`config.mk`:
```
export PLATFORM = sky130hd
export DESIGN_NAME = coin_acceptor
export DESIGN_NICKNAME = d
export VERILOG_FILES = /design/src/rtl/vending_pkg.sv /design/src/rtl/coin_debounce.sv /design/src/rtl/coin_acceptor.sv
export SDC_FILE = /design/constraint.sdc
export NUM_CORES = 1
export LEC_CHECK = 0
export BUFFER_PORTS_ARGS = -buffer_cell sky130_fd_sc_hd__buf_2
export CORE_MARGIN = 2
export CORE_UTILIZATION = 45
export DETAILED_ROUTE_END_ITERATION = 10
export GPL_TIMING_DRIVEN = 1
export PLACE_DENSITY = 0.74
export SYNTH_ARGS = -nofsm -noshare
export SYNTH_HDL_FRONTEND = slang
export SYNTH_SLANG_ARGS = --single-unit
```
`constraint.sdc`:
```
create_clock -name clk_i -period 6.4 [get_ports clk_i]
set_input_delay 1.28 -clock clk_i [delete_from_list [all_inputs] [get_ports clk_i]]
set_output_delay 1.28 -clock clk_i [all_outputs]
set_load 0.05 [all_outputs]
```
`src/rtl/vending_pkg.sv`:
```
// Shared types for the coin front-end and the vending FSM.
package vending_pkg;

  // 2-bit coin codes as stored in the coin-event queue.
  typedef enum logic [1:0] {
    COIN_NONE    = 2'd0,
    COIN_NICKEL  = 2'd1,
    COIN_DIME    = 2'd2,
    COIN_QUARTER = 2'd3
  } coin_e;

  // Output sequencer states.
  typedef enum logic [1:0] {
    ACC_IDLE,
    ACC_EMIT,
    ACC_GAP
  } acc_state_e;

endpackage

```
`src/rtl/coin_debounce.sv`:
```
// One coin-sensor channel: 2-flop synchronizer, debounce counter and a
// single-cycle pulse on every 0->1 change of the debounced level.
module coin_debounce #(
  parameter int DEBOUNCE_CYCLES = 4
) (
  input  logic clk_i,
  input  logic rst_i,
  input  logic raw_i,
  output logic rise_o
);

  localparam int CNT_W = $clog2(DEBOUNCE_CYCLES + 1);
  localparam logic [CNT_W-1:0] CNT_LAST = CNT_W'(DEBOUNCE_CYCLES - 1);

  logic             sync_p0;
  logic             sync_p1;
  logic [CNT_W-1:0] cnt;
  logic             level;

  // Bring the asynchronous sensor line into the clock domain.
  always_ff @(posedge clk_i or posedge rst_i) begin
    if (rst_i) begin
      sync_p0 <= 1'b0;
      sync_p1 <= 1'b0;
    end else begin
      sync_p0 <= raw_i;
      sync_p1 <= sync_p0;
    end
  end

  // Flip the level only after DEBOUNCE_CYCLES consecutive disagreeing samples;
  // any agreeing sample restarts the count. rise_o marks an upward flip.
  always_ff @(posedge clk_i or posedge rst_i) begin
    if (rst_i) begin
      cnt    <= '0;
      level  <= 1'b0;
      rise_o <= 1'b0;
    end else begin
      rise_o <= 1'b0;
      if (sync_p1 == level) begin
        cnt <= '0;
      end else if (cnt == CNT_LAST) begin
        cnt    <= '0;
        level  <= sync_p1;
        rise_o <= sync_p1;
      end else begin
        cnt <= cnt + CNT_W'(1);
      end
    end
  end

endmodule

```
`src/rtl/coin_acceptor.sv`:
```
// Coin front-end: debounces three sensor lines, queues coin events and
// releases them as single-cycle one-hot pulses separated by an idle gap.
module coin_acceptor
  import vending_pkg::*;
#(
  parameter int DEBOUNCE_CYCLES = 4,
  parameter int FIFO_DEPTH      = 4,
  parameter int GAP_CYCLES      = 1
) (
  input  logic                        clk_i,
  input  logic                        rst_i,
  input  logic                        nickel_raw_i,
  input  logic                        dime_raw_i,
  input  logic                        quarter_raw_i,
  input  logic                        accept_en_i,
  output logic                        nickel_o,
  output logic                        dime_o,
  output logic                        quarter_o,
  output logic [$clog2(FIFO_DEPTH):0] fifo_count_o,
  output logic                        drop_o,
  output logic [7:0]                  drop_cnt_o
);

  localparam int PTR_W  = $clog2(FIFO_DEPTH);
  localparam int CNT_W  = PTR_W + 1;
  localparam int FREE_W = CNT_W + 1;
  localparam int GAP_W  = $clog2(GAP_CYCLES + 1);
  localparam logic [GAP_W-1:0] GAP_LAST = GAP_W'(GAP_CYCLES - 1);

  function automatic logic [7:0] sat_add(input logic [7:0] a, input logic [1:0] b);
    logic [8:0] s;
    s = {1'b0, a} + {7'b0, b};
    return s[8] ? 8'hFF : s[7:0];
  endfunction

  function automatic logic [2:0] coin_onehot(input coin_e c);
    case (c)
      COIN_NICKEL:  return 3'b001;
      COIN_DIME:    return 3'b010;
      COIN_QUARTER: return 3'b100;
      default:      return 3'b000;
    endcase
  endfunction

  logic [2:0]        rise;
  coin_e             ev [3];
  logic [1:0]        ev_n;
  logic [1:0]        push_n;
  logic [1:0]        drop_n;
  logic [FREE_W-1:0] free;
  coin_e             mem [FIFO_DEPTH];
  logic [PTR_W-1:0]  wr_ptr;
  logic [PTR_W-1:0]  rd_ptr;
  logic [CNT_W-1:0]  count;
  logic              pop;
  logic              take;
  acc_state_e        state;
  acc_state_e        state_nx;
  logic [GAP_W-1:0]  gap_cnt;
  logic [GAP_W-1:0]  gap_cnt_nx;
  logic [2:0]        coin_q;
  logic [2:0]        coin_nx;

  coin_debounce #(.DEBOUNCE_CYCLES(DEBOUNCE_CYCLES)) u_deb_nickel (
    .clk_i(clk_i), .rst_i(rst_i), .raw_i(nickel_raw_i), .rise_o(rise[0]));
  coin_debounce #(.DEBOUNCE_CYCLES(DEBOUNCE_CYCLES)) u_deb_dime (
    .clk_i(clk_i), .rst_i(rst_i), .raw_i(dime_raw_i), .rise_o(rise[1]));
  coin_debounce #(.DEBOUNCE_CYCLES(DEBOUNCE_CYCLES)) u_deb_quarter (
    .clk_i(clk_i), .rst_i(rst_i), .raw_i(quarter_raw_i), .rise_o(rise[2]));

  // Pack this cycle's events in nickel/dime/quarter order and keep as many
  // as fit; a same-cycle pop frees one slot, the tail of the list is dropped.
  always_comb begin
    ev[0] = COIN_NONE;
    ev[1] = COIN_NONE;
    ev[2] = COIN_NONE;
    ev_n  = 2'd0;
    if (rise[0]) begin ev[ev_n] = COIN_NICKEL;  ev_n = ev_n + 2'd1; end
    if (rise[1]) begin ev[ev_n] = COIN_DIME;    ev_n = ev_n + 2'd1; end
    if (rise[2]) begin ev[ev_n] = COIN_QUARTER; ev_n = ev_n + 2'd1; end
    free = FREE_W'(FIFO_DEPTH) - FREE_W'(count) + FREE_W'(pop);
    if (FREE_W'(ev_n) > free) push_n = free[1:0];
    else                      push_n = ev_n;
    drop_n = ev_n - push_n;
  end

  // Queue pointers, occupancy and drop statistics.
  always_ff @(posedge clk_i or posedge rst_i) begin
    if (rst_i) begin
      wr_ptr     <= '0;
      rd_ptr     <= '0;
      count      <= '0;
      drop_o     <= 1'b0;
      drop_cnt_o <= 8'd0;
    end else begin
      wr_ptr     <= wr_ptr + PTR_W'(push_n);
      if (pop) rd_ptr <= rd_ptr + PTR_W'(1);
      count      <= count + CNT_W'(push_n) - CNT_W'(pop);
      drop_o     <= (drop_n != 2'd0);
      drop_cnt_o <= sat_add(drop_cnt_o, drop_n);
    end
  end

  // Queue storage; contents are only read while count is non-zero.
  always_ff @(posedge clk_i) begin
    for (int j = 0; j < 3; j++) begin
      if (j < int'(push_n)) mem[wr_ptr + PTR_W'(j)] <= ev[j];
    end
  end

  // Sequencer next state: a pop can start from IDLE or on the last GAP
  // cycle, so back-to-back coins come out every GAP_CYCLES+1 cycles.
  always_comb begin
    state_nx   = state;
    gap_cnt_nx = gap_cnt;
    coin_nx    = 3'b000;
    pop        = 1'b0;
    take       = 1'b0;
    unique case (state)
      ACC_IDLE: take = 1'b1;
      ACC_EMIT: begin
        state_nx   = ACC_GAP;
        gap_cnt_nx = '0;
      end
      ACC_GAP: begin
        if (gap_cnt == GAP_LAST) begin
          state_nx = ACC_IDLE;
          take     = 1'b1;
        end else begin
          gap_cnt_nx = gap_cnt + GAP_W'(1);
        end
      end
      default: state_nx = ACC_IDLE;
    endcase
    if (take && accept_en_i && (count != '0)) begin
      pop      = 1'b1;
      state_nx = ACC_EMIT;
      coin_nx  = coin_onehot(mem[rd_ptr]);
    end
  end

  // Sequencer state and registered coin pulses.
  always_ff @(posedge clk_i or posedge rst_i) begin
    if (rst_i) begin
      state   <= ACC_IDLE;
      gap_cnt <= '0;
      coin_q  <= 3'b000;
    end else begin
      state   <= state_nx;
      gap_cnt <= gap_cnt_nx;
      coin_q  <= coin_nx;
    end
  end

  assign nickel_o     = coin_q[0];
  assign dime_o       = coin_q[1];
  assign quarter_o    = coin_q[2];
  assign fifo_count_o = count;

endmodule

```
# ---- After elaboration in Yosys (flattened, before gate mapping)
# Memory sizes are Yosys's and may differ from the RTL's.
# Index checks and enable logic that the tools add are counted.
dict set report totals {
  mem_bits_rw 8
  memories 1
  regBits 43
  inputBits 6
  word_cells 121
  output_inout_bits 15
}
dict set report classes {
  order_cmp 8
  n_eq_ne 13
  n_reduce_logical 12
  bitwise_logic 9
  addsub 16
  n_mux 39
}
# name depth width rd rd_ports_with_merged_regs wr line
set memory_table {}
lappend memory_table {mem 4 2 1 0 3 coin_acceptor.sv:51} ;# coin_e mem [FIFO_DEPTH];
# cell count
set op_table {}
lappend op_table {{two-way mux 3 bit} 7}
lappend op_table {{two-way mux 1 bit} 16}
lappend op_table {{two-way mux 2 bit} 7}
lappend op_table {{two-way mux 6 bit} 2}
lappend op_table {{adder 3 x 1 -> 3 bit (second input constant)} 3}
lappend op_table {{adder 8 x 2 -> 9 bit} 1}
lappend op_table {{equality test 3 x 2 -> 1 bit (second input constant)} 3}
lappend op_table {{case mux 3 bit (3 select lines)} 1}
lappend op_table {{adder 2 x 1 -> 2 bit (second input constant)} 4}
lappend op_table {{demux 2 bit (select 2 bit)} 2}
lappend op_table {{two-way mux 8 bit} 1}
lappend op_table {{AND reduction 2 bit} 4}
lappend op_table {{equality test 2 bit (second input constant)} 3}
lappend op_table {{greater-or-equal comparator 3 bit (second input constant)} 2}
lappend op_table {{< comparator 3 x 1 -> 1 bit (second input constant)} 2}
lappend op_table {{NOT 2 -> 3 bit} 2}
lappend op_table {{bitwise OR 6 bit} 1}
lappend op_table {{case mux 2 bit (3 select lines)} 1}
lappend op_table {{adder 4 x 1 -> 4 bit} 1}
lappend op_table {{equality test 2 x 1 -> 1 bit (second input constant)} 2}
lappend op_table {{> comparator 2 x 4 -> 1 bit} 1}
lappend op_table {{logical AND 1 bit} 4}
lappend op_table {{< comparator 1 x 2 -> 1 bit (first input constant)} 2}
lappend op_table {{case mux 1 bit (2 select lines)} 2}
lappend op_table {{other kinds (18)} 23}

# ---- Longest topological paths before layout
dict set report logic_depth {
  word_depth 11
  depth_mapped 19
  depth_no_buf 19
}

# ---- Cells and area by module
# From an unflattened synthesis, not the netlist that was laid out.
dict set report hier_totals {
  cells_unflattened 232
  area_unflattened_um2 2633.8
}
# module cells_per_inst seq_area_each_um2 area_per_inst_um2 instances
set modules_own_cells {}
lappend modules_own_cells {coin_acceptor 184 740.7 1853.0 1}
lappend modules_own_cells {coin_debounce 16 175.2 260.2 3}

# ---- Least setup slack after synthesis
# No wires, ideal clock.
dict set report synth_timing {
  kind {in2reg}
  startpoint {input accept_en_i}
  endpoint {register drop_cnt_o[7]}
  required_time_ns 6.270
  path_slack_ns 1.795
  n_path_buf 0
  arrival_ns 4.474
  setup_time_ns 0.130
  cell_stages 18
  cell_sequence {nor3b_2 -> inv_1 -> ha_1 -> inv_1 -> ha_1 -> inv_1 -> ha_1 -> nor2b_1 -> o221ai_2 -> mux2i_4 -> ha_1 -> xor2_1 -> ha_1 -> a21o_1 -> nand2_1 -> nor2_1 -> a31oi_1 -> a31oi_1}
}
dict set report synth_via {
  elab_chain_cells 9
}
# element line
set synth_lines {}
lappend synth_lines {{start, declared} coin_acceptor.sv:15} ;# input logic accept_en_i,
lappend synth_lines {{logical AND 1 bit (*) (2 in a row)} coin_acceptor.sv:135} ;# if (take && accept_en_i && (count != '0)) begin
lappend synth_lines {{two-way mux 1 bit (*)} coin_acceptor.sv:135}
lappend synth_lines {{adder 4 x 1 -> 4 bit (*)} coin_acceptor.sv:81} ;# free = FREE_W'(FIFO_DEPTH) - FREE_W'(count) + FREE_W'(pop);
lappend synth_lines {{> comparator 2 x 4 -> 1 bit} coin_acceptor.sv:82} ;# if (FREE_W'(ev_n) > free) push_n = free[1:0];
lappend synth_lines {{two-way mux 2 bit (*)} coin_acceptor.sv:82}
lappend synth_lines {{subtractor 2 bit (*)} coin_acceptor.sv:84} ;# drop_n = ev_n - push_n;
lappend synth_lines {{adder 8 x 2 -> 9 bit (*)} coin_acceptor.sv:32} ;# s = {1'b0, a} + {7'b0, b};
lappend synth_lines {{two-way mux 8 bit (*)} coin_acceptor.sv:33} ;# return s[8] ? 8'hFF : s[7:0];
lappend synth_lines {{end signal, assigned} coin_acceptor.sv:100} ;# drop_cnt_o <= sat_add(drop_cnt_o, drop_n);
lappend synth_lines {{end, declared} coin_acceptor.sv:21} ;# output logic [7:0] drop_cnt_o
# Mark *: on every way between the ends. The rest lies on a longest branch, timed or not.
# A chain may end at the register's enable or synchronous reset.

# ---- Worst setup path in the final report
dict set report layout_timing {
  startpoint {input accept_en_i}
  endpoint {register drop_cnt_o[7]}
}
dict set report layout_via {
  elab_chain_cells 9
}
# element line
set layout_lines {}
lappend layout_lines {{logical AND 1 bit (*) (2 in a row)} coin_acceptor.sv:135}
lappend layout_lines {{two-way mux 1 bit (*)} coin_acceptor.sv:135}
lappend layout_lines {{via pop} coin_acceptor.sv:55} ;# logic pop;
lappend layout_lines {{adder 4 x 1 -> 4 bit (*)} coin_acceptor.sv:81}
lappend layout_lines {{> comparator 2 x 4 -> 1 bit} coin_acceptor.sv:82}
lappend layout_lines {{two-way mux 2 bit (*)} coin_acceptor.sv:82}
lappend layout_lines {{subtractor 2 bit (*)} coin_acceptor.sv:84}
lappend layout_lines {{adder 8 x 2 -> 9 bit (*)} coin_acceptor.sv:32}
lappend layout_lines {{two-way mux 8 bit (*)} coin_acceptor.sv:33}
# Mark *: on every way through the listed nets, which the timed path passes. The rest lies on a longest branch.

==> run summary <==
- DRT Wirelength: 4070 um
- normalized max-slew margin: 66.5%
- part of the total power dissipated in the clock network: 15.9%
- root buffer cell: clkbuf_8
- fraction of registers with async set/reset: 83.7%
- count of mapped cells out of synthesis: 210
- number of levels the H-tree was split into: 2
- Net Sw Frac: 42.8%
- Yosys Warn Count: 0
- vias in the first global route: 1554
- HP Class: reg -> reg
- EDFF count, synth: 8
- sequential cell area fraction in the yosys report: 49.8%
- data required time at the worst endpoint: 6.59 ns
- number of slew-limit violations in the final report: 0
- Port-buffer cells: 20
- gr usage total: 14.1%
- number of inserted filler cells in the final layout: 492
- share of total power in combinational logic: 48.4%
- worst clock skew: 0.0127 ns
- IR Drop Worst-Case VDD: 0.294 mV
- part of the power in registers: 35.7%
- Internal Pwr Total: 818 uW
- Die Outline Area: 0.00627 mm2
- largest fanout on the critical path: 11
- reported leakage power: 0.00140 uW
- # resized after CTS: 0
- DRC viols: 0
- endpoint class of the critical path: register
- clock tree from TritonCTS: built
- final-report hold violation count: 0
- Finish-stage setup viols: 0
- longest individual stage delay on the worst path: 0.42 ns
- CTS Buffer Depth: 2
- cell area power density: 504 mW/mm2
- instance area after placement: 0.00272 mm2
- max-capacitance violation count: 0
- DRT Pass-1 Iters: 4
- wire length of the first global-routing pass: 6870 um
- Total Neg Setup Slack: 0 ns
- share of post-route cells with drive strength above 1: 17.8%
- total I/O pin count: 21
- clock sinks: 49
- CP arrival: 4.88 ns
- pin slew with the least headroom to its limit: 0.503 ns
- Util after Layout: 51.8%
- most used flip-flop cell after synthesis: dfrtp_1
- total nets after synthesis: 237
- top-area cell type share of the netlist area: 40.4%
- wire length per cell: 13.2 um
- Cell Rows: 27
- clock input transition at the sequential cells of the worst setup and hold paths: 0.10 ns
- ratio of final minimum period to clock period: 73.3%
- starting utilization of the core area: 46.5%
- FF+latch count, synth: 49
- height of the die: 79.2 um
- area of all placed cells without fillers: 0.00284 mm2
- sum of net half-perimeters after detailed placement: 3100 um
- Routability Congestion: 0.879
- Max Freq: 0.213 GHz
- Final Net Count: 262
- leading area contributor after synthesis: dfrtp_1
- cells along the critical path: buf_2 -> nor3b_2 -> inv_1 -> ha_1 -> inv_1 -> ha_1 -> inv_1 -> ha_1 -> nor2b_1 -> o221ai_2 -> mux2i_4 -> ha_1 -> xor2_1 -> ha_1 -> a21o_1 -> nand2_1 -> nor2_1 -> a31oi_1 -> a31oi_1
- Core Area: 0.00547 mm2
- category of the worst setup path launch point: primary input
- antenna-violating nets left: 0
- later-pin clock latency in the skew report: 0.30 ns
- mean post-synth cell area: 12.1 um2
- critical path startpoint: accept_en_i
- cell at the slowest stage of the critical path: mux2i_4
- fin crit period: 4.69 ns
- most repeated cell in the gate-level netlist after synthesis: dfrtp_1
- count of buffers added by post-CTS timing repair for setup: 0
- beginning of the worst register-to-register path: fifo_count_o[2]
- grt ovf: 0
- Synth cell types: 41
- result of the run: finished clean
- layout overhead on the synthesized area: 11.5%
- Area contributors post-synth: dfrtp_1, edfxtp_1, ha_1, mux2i_1, xnor2_1
- most used cell along the critical path: ha_1
- hold-fix buffers at CTS: 0
- violation count after the first detailed-route iteration: 138
- number of buffers created by CTS: 5
- number of diodes added for antenna fixing: 0
- average vias per placed instance: 5.23
- NetSw: 611 uW
- number of vias after detailed routing: 1611
- classification of the worst setup path: in -> reg
- unrepaired setup endpoints after global routing: no
- Worst Min Path Start: u_deb_dime.sync_p0
- die width: 79.2 um
- number of antenna violations at the first check in global routing: 0
- cell area after technology mapping: 0.00254 mm2
- synth cell count leaders: dfrtp_1, ha_1, inv_1
- largest net degree at the start of global routing: 42
[sequential cells by signal, summed over array words and instances (netlist names)]
register               flops
u_deb_dime.sync_p1         1
fifo_count_o               3
u_deb_dime.cnt             3
drop_cnt_o                 8
u_deb_nickel.sync_p0       1
u_deb_dime.rise_o          1
u_deb_nickel.cnt           3
u_deb_nickel.rise_o        1
wr_ptr                     2
rd_ptr                     2
u_deb_nickel.level         1
u_deb_dime.sync_p0         1
coin_q                     3
u_deb_quarter.rise_o       1
state                      1
drop_o                     1
mem                        8
u_deb_nickel.sync_p1       1
u_deb_quarter.sync_p1      1
u_deb_quarter.sync_p0      1
u_deb_dime.level           1
u_deb_quarter.cnt          3
u_deb_quarter.level        1
[kinds of logic (layout without fill, tap and decap cells)]
logic type               after synthesis  in the layout  synth area share, %
flip-flops                            49             49                 49.8
AND/OR/NAND/NOR                       58             58                 13.4
adder cells (fa/ha/maj)               21             21                 10.9
buffers and inverters                 21             47                 3.49
AO/OA/AOI/OAI                         24             24                 6.89
multiplexers                          22             22                 10.3
XOR/XNOR                              15             15                 5.17
[stage by stage]
step                      worst slack, ns  hold slack [ns]  instances  total power [uW]
after floorplan                      1.80            0.331        210              1070
final                                1.71            0.357        308              1430
after global placement               1.50            0.333        300              1190
after global routing                 1.33            0.366        308              1540
after CTS                            1.68            0.360        308              1440
after detailed placement             1.37            0.337        300              1210
[metal layers]
layer | wire length, um | up-vias | track usage, % | share of wire, %
met5 | 0 | - | 0 | 0
met4 | 59 | 0 | 5.17 | 1.5
met3 | 170 | 4 | 3.41 | 4.2
met2 | 2040 | 34 | 23.2 | 50
met1 | 1800 | 784 | 18.1 | 44
li1 | - | 789 | - | -
[cells in the final DEF (no fill, tap or decap), types with 3 or more instances in the layout]
| cell | Yosys | layout |
|---|---|---|
| dfrtp_1 | 41 | 41 |
| buf_2 | 1 | 20 |
| ha_1 | 19 | 19 |
| inv_1 | 18 | 18 |
| mux2i_1 | 16 | 16 |
| nand2_1 | 13 | 13 |
| xnor2_1 | 12 | 12 |
| edfxtp_1 | 8 | 8 |
| nor3b_1 | 7 | 7 |
| a21oi_1 | 6 | 6 |
| nor2_1 | 6 | 6 |
| nor3_1 | 5 | 5 |
| nor2b_1 | 5 | 5 |
| clkbuf_8 | 0 | 5 |
| nand2b_1 | 4 | 4 |
| nand3_1 | 4 | 4 |
| o21ai_0 | 4 | 4 |
| xor2_1 | 3 | 3 |
| o2111ai_1 | 3 | 3 |
| nand4_1 | 3 | 3 |
| and3_1 | 3 | 3 |
| and3b_1 | 3 | 3 |
| mux2_2 | 3 | 3 |
[final cells by class]
type | count | area (um2) | share of cell area (%)
clock buffer | 5 | 68.8 | 2.43
clock inverter | 3 | 47.5 | 1.68
inverter | 18 | 67.6 | 2.38
multi-input combinational | 140 | 1190 | 41.9
sequential | 49 | 1270 | 44.7
tap | 72 | 90.1 | 3.18
timing repair buffer | 21 | 108 | 3.80
[worst max-delay path: cells and delay by family]
| family | cells | cell delay, ns |
|---|---|---|
| buffers and inverters | 4 | 0.31 |
| adder cells (fa/ha/maj) | 5 | 1.22 |
| AO/OA/AOI/OAI | 4 | 0.64 |
| multiplexers | 1 | 0.42 |
| XOR/XNOR | 1 | 0.28 |
| AND/OR/NAND/NOR | 4 | 0.72 |
[path summary, 6_finish.rpt]
path / cells past startpoint / to / slack [ns]
worst min-delay path: 0 / u_deb_dime.sync_p1 / 0.36
worst max register to register: 19 / drop_cnt_o[7] / 2.18
worst max-delay path: 19 / drop_cnt_o[7] / 1.71
min in group asynchronous: 3 / u_deb_quarter.cnt[2] / 1.08
worst min register to register: 0 / u_deb_dime.sync_p1 / 0.36
max in group asynchronous: 3 / coin_q[1] / 4.96
[power groups by stage]
stage               registers [uW]  logic [uW]  clock network, uW
finish                         511         692                227
global route                   525         767                245
CTS                            511         700                231
detailed placement             518         695                  0
global placement               516         675                  0
floorplan                      627         446                  0
Note: power is estimated with default switching activity, not from simulation.
